$ cat src/rtl/pwm_tick_gen.sv
// pwm_tick_gen: tick-driven PWM with a shadowed period/duty config.
// tick_in (slow divided clock) is synchronized and edge-detected, and each
// rising edge advances the PWM counter by one step. New duty/period values
// arrive over a valid/ready handshake and take effect only at a period wrap,
// or on the next clock edge while the block is disabled.
// Optional feature: define PWM_DEADTIME_EN to drive pwm_n_out as the
// complement of pwm_out. Both outputs are then held low for DEADTIME clocks
// after every raw edge.
module pwm_tick_gen #(
    parameter int WIDTH       = 8,
    parameter int SYNC_STAGES = 2,
    parameter int DEADTIME    = 4
) (
    input  logic             clock_in,
    input  logic             reset_n,
    input  logic             tick_in,
    input  logic             enable,
    input  logic [WIDTH-1:0] duty_in,
    input  logic [WIDTH-1:0] period_in,
    input  logic             cfg_valid,
    output logic             cfg_ready,
    output logic             pwm_out,
    output logic             pwm_n_out,
    output logic             cycle_done
);

    typedef struct packed {
        logic [WIDTH-1:0] duty;
        logic [WIDTH-1:0] top;
    } cfg_t;

    logic [SYNC_STAGES-1:0] sync_q;
    logic                   tick_prev;
    logic                   tick;

    logic [WIDTH-1:0] cnt, cnt_next;
    cfg_t             act_q, act_next, shd_q;
    logic             pending, pending_next;
    logic             accept, wrap, apply;
    logic             raw, raw_next;

    // tick_in is asynchronous: shift it through the synchronizer and keep the previous last-stage value for edge detection
    always_ff @(posedge clock_in or negedge reset_n) begin
        if (!reset_n) begin
            sync_q    <= '0;
            tick_prev <= 1'b0;
        end else begin
            sync_q    <= {sync_q[SYNC_STAGES-2:0], tick_in};
            tick_prev <= sync_q[SYNC_STAGES-1];
        end
    end

    assign tick = sync_q[SYNC_STAGES-1] & ~tick_prev;

    // Next-state for the counter, the active config and the shadow handshake
    always_comb begin
        accept   = cfg_valid && cfg_ready;
        wrap     = enable && tick && (cnt == act_q.top);
        // While disabled there is no period in progress, so a pending config lands immediately
        apply    = pending && (wrap || !enable);

        cnt_next = cnt;
        if (enable && tick)
            cnt_next = wrap ? '0 : cnt + WIDTH'(1);

        act_next = apply ? shd_q : act_q;

        pending_next = pending;
        if (accept)
            pending_next = 1'b1;
        else if (apply)
            pending_next = 1'b0;

        // duty 0 never compares true (constant low); duty > top always does (constant high)
        raw_next = enable && (cnt_next < act_next.duty);
    end

    // Counter, active/shadow config, handshake and raw PWM registers
    always_ff @(posedge clock_in or negedge reset_n) begin
        if (!reset_n) begin
            cnt        <= '0;
            act_q      <= '{duty: '0, top: '1};
            shd_q      <= '{duty: '0, top: '1};
            pending    <= 1'b0;
            cfg_ready  <= 1'b1;
            raw        <= 1'b0;
            cycle_done <= 1'b0;
        end else begin
            cnt        <= cnt_next;
            act_q      <= act_next;
            if (accept)
                shd_q  <= '{duty: duty_in, top: period_in};
            pending    <= pending_next;
            // Tracks !pending exactly, so an accept can never collide with an apply
            cfg_ready  <= !pending_next;
            raw        <= raw_next;
            cycle_done <= wrap;
        end
    end

`ifdef PWM_DEADTIME_EN
    localparam int DTW = (DEADTIME < 2) ? 1 : $clog2(DEADTIME + 1);

    logic [DTW-1:0] dead_cnt;
    logic           pwm_q, pwm_n_q;

    // Dead band: any raw edge forces both sides low and (re)starts the count; the new side asserts when the count expires
    always_ff @(posedge clock_in or negedge reset_n) begin
        if (!reset_n) begin
            dead_cnt <= '0;
            pwm_q    <= 1'b0;
            pwm_n_q  <= 1'b0;
        end else if (raw_next != raw) begin
            dead_cnt <= DTW'(DEADTIME);
            pwm_q    <= 1'b0;
            pwm_n_q  <= 1'b0;
        end else if (dead_cnt != '0) begin
            dead_cnt <= dead_cnt - DTW'(1);
            pwm_q    <= (dead_cnt == DTW'(1)) && raw_next;
            pwm_n_q  <= (dead_cnt == DTW'(1)) && enable && !raw_next;
        end else begin
            pwm_q    <= raw_next;
            pwm_n_q  <= enable && !raw_next;
        end
    end

    assign pwm_out   = pwm_q;
    assign pwm_n_out = pwm_n_q;
`else
    logic unused_deadtime;

    assign unused_deadtime = (DEADTIME != 0);
    assign pwm_out         = raw;
    assign pwm_n_out       = 1'b0;
`endif

endmodule

$ cat config.mk
export PLATFORM = sky130hd
export DESIGN_NAME = pwm_tick_gen
export DESIGN_NICKNAME = d
export VERILOG_FILES = /design/src/rtl/pwm_tick_gen.sv
export SDC_FILE = /design/constraint.sdc
export NUM_CORES = 1
export LEC_CHECK = 0
export CAP_MARGIN = 20
export CORE_MARGIN = 5
export CORE_UTILIZATION = 55
export CTS_CLUSTER_DIAMETER = 60
export DETAILED_ROUTE_END_ITERATION = 8
export PLACE_DENSITY = 0.88
export SYNTH_ARGS = -nofsm -noshare
export SYNTH_HDL_FRONTEND = slang
export SYNTH_SLANG_ARGS = --single-unit
$ cat constraint.sdc
create_clock -name clock_in -period 4.1 [get_ports clock_in]
set_clock_uncertainty 0.05 [all_clocks]
set_input_delay 0.82 -clock clock_in [delete_from_list [all_inputs] [get_ports clock_in]]
set_output_delay 0.82 -clock clock_in [all_outputs]
set_load 0.02 [all_outputs]
==> results_dict.tcl, run 1 <==
set metrics [dict create \
    run_status "completed" \
    gr-total-overflow 0 \
    synth_edf_count 0 \
    fmax_mhz 284 \
    antenna_cells 0 \
    fin_area_sq_um 2640 \
    hpwl_um 3160 \
    peakVddDrop_uv 314 \
    post-cts-setup-buffers 0 \
    numClockSinks 47 \
    final_cell_mix "dfrtp_1, clkdlybuf4s50_1, mux2_2, dfstp_2, mux2_4" \
    worstMarginPinSlew_ns 0.749 \
    min_path_type "in2async" \
    maxCapViolCount 0 \
    vias 1387 \
    synthFlopType "dfrtp_1" \
    drt_iter0_markers 129 \
    setup.worst_path.start_class "input pin" \
    synth_fp_nets 194 \
    portBuffers 23 \
    drive_above_1_share_pct 34.2 \
    ant_nets 0 \
    synth_cells 165 \
    ys_ff_latch 47 \
    clock_latency_ns 0.31 \
    cts_buffers 5 \
    cp-end-kind "flip-flop" \
    drt-total-wl_um 4190 \
    die-area_sq_um 5450 \
    n_fill_cell 270 \
    h-tree-depth 2 \
    crit_chain "clkdlybuf4s50_1 > and3b_2 > nand2_2 > nor4_4 > o21ai_2 > buf_4 > mux2i_1 > ha_1 > a211oi_1 > nand3_1 > o31ai_1" \
    cts_root_buf "clkbuf_8" \
    cp_num_buf_inv 2 \
    setup_ws_ns 0.575 \
    grtUsageTotal_pct 17.8 \
    cts_tree "yes" \
    place.gp.congestion 0.911 \
    powerDensity_nw_per_um2 569 \
    post-route-min-period_ns 3.53 \
    final_common_cell "dfrtp_1" \
    netlist_area_sq_um 2240 \
    slew_viol_final 0 \
    setup_viol 0 \
    fin_tns_setup_ns 0 \
    via_per_inst 5.64 \
    worstPathArrival_ns 3.69 \
    cp_slowest_cell "o21ai_2" \
    start_util_pct 56.4 \
    area_growth_pct 17.9 \
    ioPinCount 25 \
    fp-row-count 23 \
    cellLeakagePower_nw 1.20 \
    core-area_sq_um 3970 \
    path_clk_slew_ns 0.08 \
    die_h_um 73.8 \
    dpl_worst_slack_ns 0.230 \
    synth-seq-area-share_pct 53.4 \
    multiInputGateArea_sq_um 995 \
    dr.pass1.iters 4 \
    postSynthAreaPerCell_sq_um 13.6 \
    fin_crit_sh_pct 86.0 \
    cp_top_family "compound AO/OA/AOI/OAI gates" \
    async_reset_ff_share_pct 100 \
    die_w_um 73.8 \
    yosysWarnings 0 \
    holdBufCountCts 0 \
    drc 0 \
    worstSetupPathType "in2reg" \
    wire_per_inst_um 17.0 \
    path_max_fanout 10 \
    utilization_pct 66.5 \
    rsz0062_at_grt "false" \
    worst_hold_slack_ns 0.277 \
    hold_viol_final 0 \
    cts_resized 0 \
    clockBufferDepth 2 \
    grt_pass1_vias 1505 \
    place_area_sq_um 2520 \
    required_ns 4.26 \
    antenna_found_initial 0 \
    grt_start_max_net_pins 48 \
    grt_pass1_wl_um 7200 \
    finalNetCount 224 \
    register_area_sq_um 1200 \
    timing.slew.headroom_pct 50.0 \
    synth.distinct_cells 37 \
    slowest_delay_ns 0.56 \
]
==> report_power, final <==
part           switching (mW)  internal, mW
clock                   0.154         0.153
sequential              0.109         0.634
combinational           0.197         0.255
==> stage by stage <==
| stage | cells | power, mW |
|---|---|---|
| floorplan | 165 | 1.06 |
| global placement | 237 | 1.16 |
| detailed placement | 237 | 1.20 |
| CTS | 245 | 1.51 |
| global route | 246 | 1.59 |
| finish | 246 | 1.50 |
==> Yosys cell counts, types with 2 or more instances <==
cell,instances,area (sq um)
nor2_1,7,26.3
mux2_2,18,203
dfstp_2,17,447
nand2_1,10,37.5
nand3_1,4,20.0
ha_1,8,100
inv_1,4,15.0
mux2i_1,7,70.1
xnor2_1,11,96.3
o211a_1,2,20.0
mux2_4,13,195
a2111oi_0,2,17.5
buf_6,2,22.5
nor3_1,2,10.0
o21ai_0,4,20.0
a21o_1,2,15.0
xor2_1,2,17.5
a211oi_1,2,15.0
dfrtp_1,30,751
==> layer usage <==
metal	GRT usage (%)	share of wire, %	routed length (um)	vias to the layer above
met4	8.05	2.6	111	0
li1	-	-	-	647
met3	5.88	4.6	193	12
met5	0	0	0	-
met1	21.5	41	1740	693
met2	28.6	51	2150	35
==> worst paths after layout <==
kind / depth (start not counted) / slack, ns / start / endpoint
setup / recovery: 11 / 0.57 / enable / pwm_out
setup reg to reg: 10 / 1.11 / act_q[7] / pwm_out
min in group clock_in: 0 / 0.32 / sync_q[0] / sync_q[1]
hold / removal: 1 / 0.28 / reset_n / shd_q[14]
max in group asynchronous: 2 / 3.23 / reset_n / shd_q[2]
hold reg to reg: 0 / 0.32 / sync_q[0] / sync_q[1]
==> sequential cells by signal (all words and copies together), names as in the netlist <==
signal      cells
tick_prev       1
shd_q          16
cfg_ready       1
act_q          16
cycle_done      1
pending         1
sync_q          2
pwm_out         1
cnt             8
==> layout make-up <==
| class | count | area share (%) |
|---|---|---|
| clock buffer | 7 | 3.65 |
| clock inverter | 1 | 0.284 |
| inverter | 4 | 0.568 |
| multi-input combinational | 110 | 37.7 |
| sequential | 47 | 45.3 |
| tap | 50 | 2.37 |
| timing repair buffer | 27 | 10.1 |
==> cell families after synthesis <==
family | share of synthesized area [%]
flip-flops | 53.4
XOR/XNOR | 5.08
AND/OR/NAND/NOR | 7.87
buffers and inverters | 2.18
other | 0.167
multiplexers | 20.9
AO/OA/AOI/OAI | 5.92
adder cells (fa/ha/maj) | 4.47
Note: power is estimated with default switching activity, not from simulation.
==> inputs of run 2 (changes only) <==
--- a/config.mk
+++ b/config.mk
@@ -11,6 +11,7 @@
 export CTS_CLUSTER_DIAMETER = 60
 export DETAILED_ROUTE_END_ITERATION = 8
 export PLACE_DENSITY = 0.88
+export REMOVE_ABC_BUFFERS = 1
 export SYNTH_ARGS = -nofsm -noshare
 export SYNTH_HDL_FRONTEND = slang
 export SYNTH_SLANG_ARGS = --single-unit
==> results_dict.tcl, run 2 (synthesis results as in run 1) <==
set metrics [dict create \
    fp-row-count 23 \
    hpwl_um 3080 \
    grtUsageTotal_pct 16.9 \
    crit_chain "clkdlybuf4s50_1 > and3b_2 > nand2_2 > nor4_4 > o21ai_2 > buf_4 > mux2i_1 > ha_1 > a21o_1 > a211oi_1 > nand3_1 > o31ai_1" \
    power_frac_clock_pct 20.1 \
    required_ns 4.26 \
    cp_top_family "compound AO/OA/AOI/OAI gates" \
    holdPathStages 0 \
    via_per_inst 5.59 \
    place.gp.congestion 0.882 \
    setup.worst_path.start_class "input pin" \
    drc 0 \
    peakVddDrop_uv 257 \
    utilization_pct 66.6 \
    worstPathArrival_ns 3.69 \
    finalPower_mw 1.49 \
    timing.rr.start "act_q[6]" \
    r2r-end "pwm_out" \
    powerDensity_nw_per_um2 563 \
    cp-end-kind "flip-flop" \
    dr.pass1.iters 4 \
    drt_iter0_markers 94 \
    path_max_fanout 9 \
    start_util_pct 56.4 \
    area_growth_pct 18.0 \
    wire_per_inst_um 16.5 \
    switching_share_pct 29.9 \
    hold_viol_final 0 \
    maxCapViolCount 0 \
    antenna_cells 0 \
    cts_buffers 5 \
    run_status "completed" \
    cp_num_buf_inv 2 \
    grt_pass1_wl_um 6830 \
    timing.slew.headroom_pct 50.0 \
    top_regs "act_q x16, shd_q x16, cnt x8" \
    cp_slowest_cell "clkdlybuf4s50_1" \
    slowest_delay_ns 0.59 \
    drt-total-wl_um 4080 \
    numClockSinks 47 \
    die-area_sq_um 5450 \
    setup_viol 0 \
    cts_tree "yes" \
    path_depth 12 \
    r2r_slack_ns 1.05 \
    drive_above_1_share_pct 34.0 \
    fin_tns_setup_ns 0 \
    r2r_cells 11 \
    path_clk_slew_ns 0.08 \
    h-tree-depth 2 \
    grt_pass1_vias 1431 \
    finalNetCount 225 \
    clock_latency_ns 0.30 \
    worstHoldStart "sync_q[0]" \
    post-cts-setup-buffers 0 \
    cellLeakagePower_nw 1.20 \
    portBuffers 23 \
    net-switching-power_mw 0.445 \
    final_common_cell "dfrtp_1" \
    fin_crit_sh_pct 86.1 \
    clockBufferDepth 2 \
    ant_nets 0 \
    final_cell_mix "dfrtp_1, clkdlybuf4s50_1, mux2_2, dfstp_2, mux2_4" \
    seq_power_share_pct 49.3 \
    die_h_um 73.8 \
    cts_resized 0 \
    cts_root_buf "clkbuf_8" \
    gr-total-overflow 0 \
    worstSetupPathType "in2reg" \
    core-area_sq_um 3970 \
    ioPinCount 25 \
    grt_start_max_net_pins 48 \
    fmax_mhz 283 \
    post-route-min-period_ns 3.53 \
    antenna_found_initial 0 \
    holdBufCountCts 0 \
    min_to "sync_q[1]" \
    combPwrFrac_pct 30.6 \
    place_area_sq_um 2520 \
    intPower_mw 1.04 \
    fin_area_sq_um 2650 \
    rsz0062_at_grt "false" \
    worstMarginPinSlew_ns 0.748 \
    vias 1381 \
    slew_viol_final 0 \
    min_path_type "reg2reg" \
    die_w_um 73.8 \
]
## run 2: cell types whose count changed in the layout (fill, tap and decap cells not counted)
| cell | before | now |
|---|---|---|
| clkinvlp_4 | 1 | 0 |
| clkbuf_1 | 0 | 1 |
| buf_4 | 3 | 4 |
## run 2: worst max path at each step
stage / from / to / slack (ns)
final: enable / pwm_out / 0.57
after global routing: enable / pwm_out / 0.32
after global placement: enable / pwm_out / 0.45
after detailed placement: enable / pwm_out / 0.26
after floorplan: enable / pwm_out / 0.69
after CTS: enable / pwm_out / 0.57
## run 2: power groups by stage
stage          clock [mW]  sequential, mW  combinational [mW]
6_report            0.300           0.734               0.456
5_1_grt             0.326           0.753               0.498
4_1_cts             0.307           0.734               0.459
3_5_place_dp            0           0.743               0.452
3_3_place_gp            0           0.733               0.431
2_1_floorplan           0           0.714               0.345
## run 2: area by class of cell
| class | count | area [sq um] |
|---|---|---|
| fill | 267 | 1330 |
| sequential | 47 | 1200 |
| multi-input combinational | 110 | 995 |
| timing repair buffer | 28 | 275 |
| clock buffer | 8 | 100 |
| tap | 50 | 62.6 |
| inverter | 4 | 15.0 |
## run 2: layer usage
metal / part of all wire [%] / global-route usage (%) / wire [um] / up-vias
li1: - / - / - / 654
met1: 41 / 20.7 / 1660 / 684
met2: 52 / 28.2 / 2140 / 34
met3: 5.1 / 5.61 / 209 / 9
met4: 1.7 / 5.43 / 71 / 0
met5: 0 / 0 / 0 / -
## run 2: per-stage QoR
step | setup slack (ns) | std cells | hold WS (ns)
floorplan | 0.691 | 161 | 0.281
global placement | 0.450 | 238 | 0.287
detailed placement | 0.262 | 238 | 0.293
CTS | 0.570 | 246 | 0.310
global route | 0.316 | 247 | 0.332
finish | 0.570 | 247 | 0.306
